<file path="config.mk">
export PLATFORM = sky130hd
export DESIGN_NAME = interrupt_sequencer
export DESIGN_NICKNAME = d
export VERILOG_FILES = /design/src/rtl/interrupt_sequencer.sv
export SDC_FILE = /design/constraint.sdc
export NUM_CORES = 1
export LEC_CHECK = 0
export CAP_MARGIN = 0
export CORE_AREA = 10 10 47 49
export CTS_BUF_LIST = sky130_fd_sc_hd__clkbuf_8
export DETAILED_ROUTE_END_ITERATION = 10
export DIE_AREA = 0 0 57 59
export MAX_ROUTING_LAYER = met4
export PLACE_DENSITY = 0.74
export SLEW_MARGIN = 5
export SYNTH_ARGS = -nofsm -noshare
export SYNTH_HDL_FRONTEND = slang
export SYNTH_SLANG_ARGS = --single-unit
</file>
<file path="constraint.sdc">
create_clock -name clk -period 1.4 [get_ports clk]
set_input_delay 0.28 -clock clk [delete_from_list [all_inputs] [get_ports clk]]
set_output_delay 0.28 -clock clk [all_outputs]
set_load 0.02 [all_outputs]
</file>
<file path="src/rtl/interrupt_sequencer.sv">
// Interrupt entry sequencer: samples requests at Q1, waits for the current instruction
// to retire, then runs one dummy (NOP) cycle that pushes the PC and vectors to 0x0004.
// Optional build macro IRQ_EXT_EDGE_EN: external INT (irq_src[0]) becomes a rising-edge
// sticky latch cleared by int0_clr; otherwise it is a plain level input.
module interrupt_sequencer (
  input  logic        clk,
  input  logic        rst,
  input  logic [1:0]  q_count,
  input  logic        instr_done,
  input  logic [3:0]  irq_src,
  input  logic [3:0]  irq_en,
  input  logic        int0_clr,
  input  logic        gie_wr_en,
  input  logic        gie_wr_data,
  input  logic        retfie,
  output logic        gie,
  output logic        force_nop,
  output logic        instr_flush,
  output logic        stack_push,
  output logic        pc_vec_en,
  output logic [12:0] pc_vector,
  output logic        int_active,
  output logic [1:0]  state_dbg
);

  localparam logic [1:0] ST_IDLE  = 2'd0;
  localparam logic [1:0] ST_ARMED = 2'd1;
  localparam logic [1:0] ST_FLUSH = 2'd2;

  logic [1:0] state;
  logic [1:0] state_nxt;
  logic [3:0] eff_src;
  logic       int_req;
  logic       hw_clr;

`ifdef IRQ_EXT_EDGE_EN
  logic irq0_q;
  logic int0_latch;

  // A new rising edge takes priority over a software clear in the same cycle.
  always_ff @(posedge clk) begin
    if (rst) begin
      irq0_q     <= 1'b0;
      int0_latch <= 1'b0;
    end else begin
      irq0_q <= irq_src[0];
      if (irq_src[0] && !irq0_q)
        int0_latch <= 1'b1;
      else if (int0_clr)
        int0_latch <= 1'b0;
    end
  end

  assign eff_src = {irq_src[3:1], int0_latch};
`else
  logic int0_clr_unused;

  assign int0_clr_unused = int0_clr;
  assign eff_src         = irq_src;
`endif

  assign int_req = gie & (|(eff_src & irq_en));

  // Entry commit: the request survived the Q3 recheck and the instruction retired.
  assign hw_clr = (state == ST_ARMED) && (q_count == 2'd3) && int_req && instr_done;

  always_comb begin
    state_nxt = state;
    case (state)
      ST_IDLE: begin
        if (q_count == 2'd1 && int_req)
          state_nxt = ST_ARMED;
      end
      ST_ARMED: begin
        if (q_count == 2'd3) begin
          if (!int_req)
            state_nxt = ST_IDLE;
          else if (instr_done)
            state_nxt = ST_FLUSH;
        end
      end
      ST_FLUSH: begin
        if (q_count == 2'd3)
          state_nxt = ST_IDLE;
      end
      default: state_nxt = ST_IDLE;
    endcase
  end

  always_ff @(posedge clk) begin
    if (rst)
      state <= ST_IDLE;
    else
      state <= state_nxt;
  end

  // Hardware clear beats a same-cycle software write or RETFIE.
  always_ff @(posedge clk) begin
    if (rst)
      gie <= 1'b0;
    else if (hw_clr)
      gie <= 1'b0;
    else if (gie_wr_en)
      gie <= gie_wr_data;
    else if (retfie && q_count == 2'd3)
      gie <= 1'b1;
  end

  assign force_nop   = (state == ST_FLUSH);
  assign instr_flush = (state == ST_FLUSH) && (q_count == 2'd3);
  assign stack_push  = (state == ST_FLUSH) && (q_count == 2'd3);
  assign pc_vec_en   = (state == ST_FLUSH) && (q_count == 2'd3);
  assign pc_vector   = 13'h0004;
  assign int_active  = (state != ST_IDLE);
  assign state_dbg   = state;

endmodule

</file>
## Word level (Yosys, flattened, before mapping)

Cells that the tools add are included.

- Reductions and logical operators: 12
- Eq/ne operators: 8
- Muxes and demuxes: 8
- Add/sub/neg operators: 0
- Order comparisons: 0
- Divide/modulo/power cells: 0
- Shift operators: 0
- Bitwise gates (word level): 2
- Multipliers: 0

Operator list:

| cell | number |
|---|---|
| two-way mux 2 bit | 5 |
| logical AND 1 bit | 6 |
| case mux 2 bit (3 select lines) | 1 |
| bitwise AND 4 bit | 1 |
| equality test 2 x 1 -> 1 bit, second input constant | 2 |
| equality test 2 bit, second input constant | 2 |
| != test 2 x 1 -> 1 bit, second input constant | 2 |
| AND reduction 4 bit | 1 |
| nonzero test 2 bit | 2 |
| OR reduction 4 bit | 1 |
| != test 3 bit, second input constant | 1 |
| logical NOT 2 bit | 1 |
| two-way mux 1 bit | 2 |
| != test 2 bit, second input constant | 1 |
| OR reduction 2 bit | 1 |
| bitwise AND 1 bit | 1 |

- Memory bits (read-only): 0
- Logic and storage cells: 32
- Input bits: 17
- Memories: 0
- Flip-flop bits (word level): 3
- Bits in latches: 0
- Output and inout bits: 21
- Bits in writable memories: 0

## Longest topological paths before layout

Gate-level depths: netlist of the first run.

- Depth after elaboration: 6
- Gate-level depth with buffers: 3
- Mapped depth without buffers: 3

## Worst setup path before layout of the first run

No wires, ideal clock.

- Kind: reg-to-output
- Start: register state[1] (netlist: state_dbg[1])
- End: output pc_vec_en
- Stages on the path, launching flop included: 4
- Path buffers: 1
- Data required time: 1.120 ns
- Path slack: -0.273 ns
- Arrival: 1.393 ns
- Cell sequence: dfxtp_1 -> nor2b_1 -> and3_2 -> buf_4

- Cells in the longest elaborated chain, start to end: 2

RTL lines:

| element | line | RTL |
|---|---|---|
| start, declared | 30 | `logic [1:0] state;` |
| start signal, assigned | 94 | `state <= state_nxt;` |
| equality test 2 bit | n/a |  |
| via force_nop | 17 | `output logic force_nop,` |
| logical AND 1 bit | 112 | `assign pc_vec_en = (state == ST_FLUSH) && (q_count == 2'd3);` |
| end, declared | 20 | `output logic pc_vec_en,` |

The timed path passes the listed nets, and every way through them passes these cells.

## Final worst setup path of the first run

- Start: input q_count[0]
- End: output instr_flush

- Cells in the longest elaborated chain, start to end: 2

RTL lines:

| element | line | RTL |
|---|---|---|
| start, declared | 8 | `input logic [1:0] q_count,` |
| equality test 2 bit | 110 | `assign instr_flush = (state == ST_FLUSH) && (q_count == 2'd3);` |
| logical AND 1 bit | 110 |  |
| end, declared | 18 | `output logic instr_flush,` |

Every way passes these cells.

==> results of run 1 <==
==> cells in the final DEF (no fill, tap or decap) <==
master and instances:
a22oi_1 2, buf_4 5, dfxtp_1 2, clkdlybuf4s15_2 1, a311oi_1 1, buf_2 4, conb_1 13, nor2b_1 1
clkdlybuf4s50_1 15, a22o_1 1, a211o_1 1, inv_1 2, nand2_1 1, a31oi_1 1, or3b_1 1, clkbuf_8 3
or2b_1 2, dfxtp_2 1, and4_2 1, and3_2 1, nor2b_4 1, or2_2 1, dlygate4sd2_1 3, a22o_2 1
a21oi_1 3
==> stage by stage <==
| stage | hold slack [ns] | util, % | TNS (ns) |
|---|---|---|---|
| final | 0.493 | 40.5 | 0 |
| after global routing | 0.523 | 40.5 | -0.00733 |
| after CTS | 0.497 | 41.0 | 0 |
| after detailed placement | 0.493 | 38.9 | -1.68 |
| after global placement | 0.472 | 38.9 | -1.58 |
| after floorplan | 0.428 | - | 0 |
==> state kept, by name (all words and copies together), names as in the netlist <==
name and flops:
state_dbg 2, gie 1
==> cells by family after synthesis <==
logic type,Yosys count,share of synthesized area [%]
buf+inv,16,36.3
compound gates,10,22.7
simple gates,9,19.9
flops,3,18.8
other cells,2,2.34
==> worst max-delay path, cell delays in order <==
cell and delay, ns:
clkdlybuf4s50_1 0.48, and3_2 0.18, buf_2 0.16
==> power breakdown <==
group          total, mW  switching, mW  internal, mW
clock network      0.250         0.0627         0.187
logic              0.115         0.0587        0.0561
registers         0.0926        0.00337        0.0893
total              0.457          0.125         0.333
==> per-layer routing <==
layer,global-route usage [%],part of all wire [%],routed length (um),vias up
met5,-,0,0,-
met4,7.05,1.5,16,0
met3,1.93,8.2,87,2
met2,8.06,41,436,28
met1,7.13,49,520,143
li1,-,-,-,168
==> path summary, 6_finish.rpt <==
check                                            endpoint
worst max register to register  state_dbg[0]$_SDFFE_PP0P_
worst max-delay path                          instr_flush
worst min-delay path                     gie$_SDFFE_PP0P_
worst min register to register           gie$_SDFFE_PP0P_
==> cell type report <==
type,count,area [um2]
fillers,155,833
multi-input cells,32,193
well taps,16,20.0
clock inverters,1,3.75
flip-flops and latches,3,61.3
repair buffers,28,245
inverters,1,3.75
clock buffers,3,41.3
==> run_results.csv, run 1 <==
group,metric,value,unit
cts,htree_num_levels,1,
die,coreArea,1400,um2
detailed_routing,viasPerCell,4.06,
setup_path,r2r_slack,0.20,ns
yosys,async_reset_ff_share,0,%
final_layout,nets,86,
setup_path,critPathKind,"in2out",
timing,fin_ws,0.0128,ns
cts,cts_setup_buffers,0,
cts,cts.sinks,3,
power,leakage,0.290,nW
detailed_routing,drtAntennaViolNets,0,
final_layout,design_area,568,um2
final_layout,instances_no_fill,84,
cts,cts_resized,21,
timing,finalSetupViolCount,0,
cts,cts_buffer_depth,2,
run_status,outcome,"finished, final reports clean",
yosys,syn_avg_cell_area,8.01,um2
timing,timing.final.crit_share,99.1,%
yosys,postSynthCellCount,40,
timing,final_hold_viol_count,0,
flow_run,drv_cap,0,
hold_path,min_path_type,"reg2reg",
cts,cts_root_buf,"clkbuf_8",
grt,antenna_found_initial,0,
die,num_io_pins,38,
die,dieWidth,57,um
die,fp.dieH,59,um
yosys,synthTopCellsByArea,"buf_4 (35%), dfxtp_1 (19%), a21oi_1 (4.7%)",
grt,grt_max_degree,5,
place,dp_cells,80,
setup_path,critPathCaptureType,"output pin",
place,dpl_cell_area,546,um2
yosys,synth.cell_area,320,um2
grt,track_usage,6.31,%
cts,clock_latency,0.22,ns
timing,finClkSkew,0.00285,ns
final_layout,syn_to_final_growth,77.3,%
power,finalPower,457,uW
die,rows,14,
detailed_routing,dr.first_iter.drc_count,1,
hold_path,min_path_cells,1,
timing,min_period,1.39,ns
cts,clk_pin_slew,0.03,ns
die,start_util,22.9,%
setup_path,critPathRequiredTime,1.12,ns
yosys,seq_area_frac_synth,18.8,%
power,vdd_ir_drop_max,0.510,mV
yosys,synth_cell_types,18,
yosys,synthTopCellsByCount,"buf_4 (15), a21oi_1 (3), dfxtp_1 (3)",
grt,grt_pass1_wl,1600,um
timing,slew_violations,0,
yosys,ys_warn_count,0,
detailed_routing,routed_wirelength,1060,um
place,globalplace.congestion,0.734,
setup_path,start_kind,"input port",
yosys,synth_top_cell_by_area,"buf_4",
yosys,ys_ff_latch,3,
timing,rsz0062_at_grt,"true",
yosys,synth_top_area_share,35.2,%
setup_path,r2r-start,"state_dbg[0]$_SDFFE_PP0P_",
setup_path,r2r_cells,4,
hold_path,min_from,"gie$_SDFFE_PP0P_",
place,port_buffers,23,
setup_path,critPathLaunch,"q_count[0]",
yosys,synth_edf_count,0,
place,dp_hpwl,907,um
cts,cts_hold_buf,0,
grt,grt-ovfl-total,0,
grt,grt_pass1_vias,389,
timing,max_freq,0.721,GHz
final_layout,diodes,0,
setup_path,cp_max_fo,3,
detailed_routing,dr.pass1.iters,2,
cts,cts_inserted_buffers,3,
yosys,synthFlopType,"dfxtp_1",
yosys,synth.most_common_cell,"buf_4",
detailed_routing,via_count,341,
die,die-area,3360,um2
cts,cts_tree,"done",
detailed_routing,drcViolationCount,0,
power,power_density,805,nW/um2
detailed_routing,wire_per_inst,12.6,um
setup_path,worstPathArrival,1.11,ns
place,dpl_worst_slack,-0.450,ns
final_layout,drive_gt1_share,27.9,%
(Power assumes the default switching activity.)
==> run 2, diff against run 1 <==
--- a/config.mk
+++ b/config.mk
@@ -12,6 +12,7 @@
 export DIE_AREA = 0 0 57 59
 export MAX_ROUTING_LAYER = met4
 export PLACE_DENSITY = 0.74
+export SKIP_LAST_GASP = 1
 export SLEW_MARGIN = 5
 export SYNTH_ARGS = -nofsm -noshare
 export SYNTH_HDL_FRONTEND = slang
==> results of run 2 <==
Same layout as run 1: the final DEF is identical, and so are final timing and power.
Among the figures that moved: number of gates resized after CTS 21 -> 20
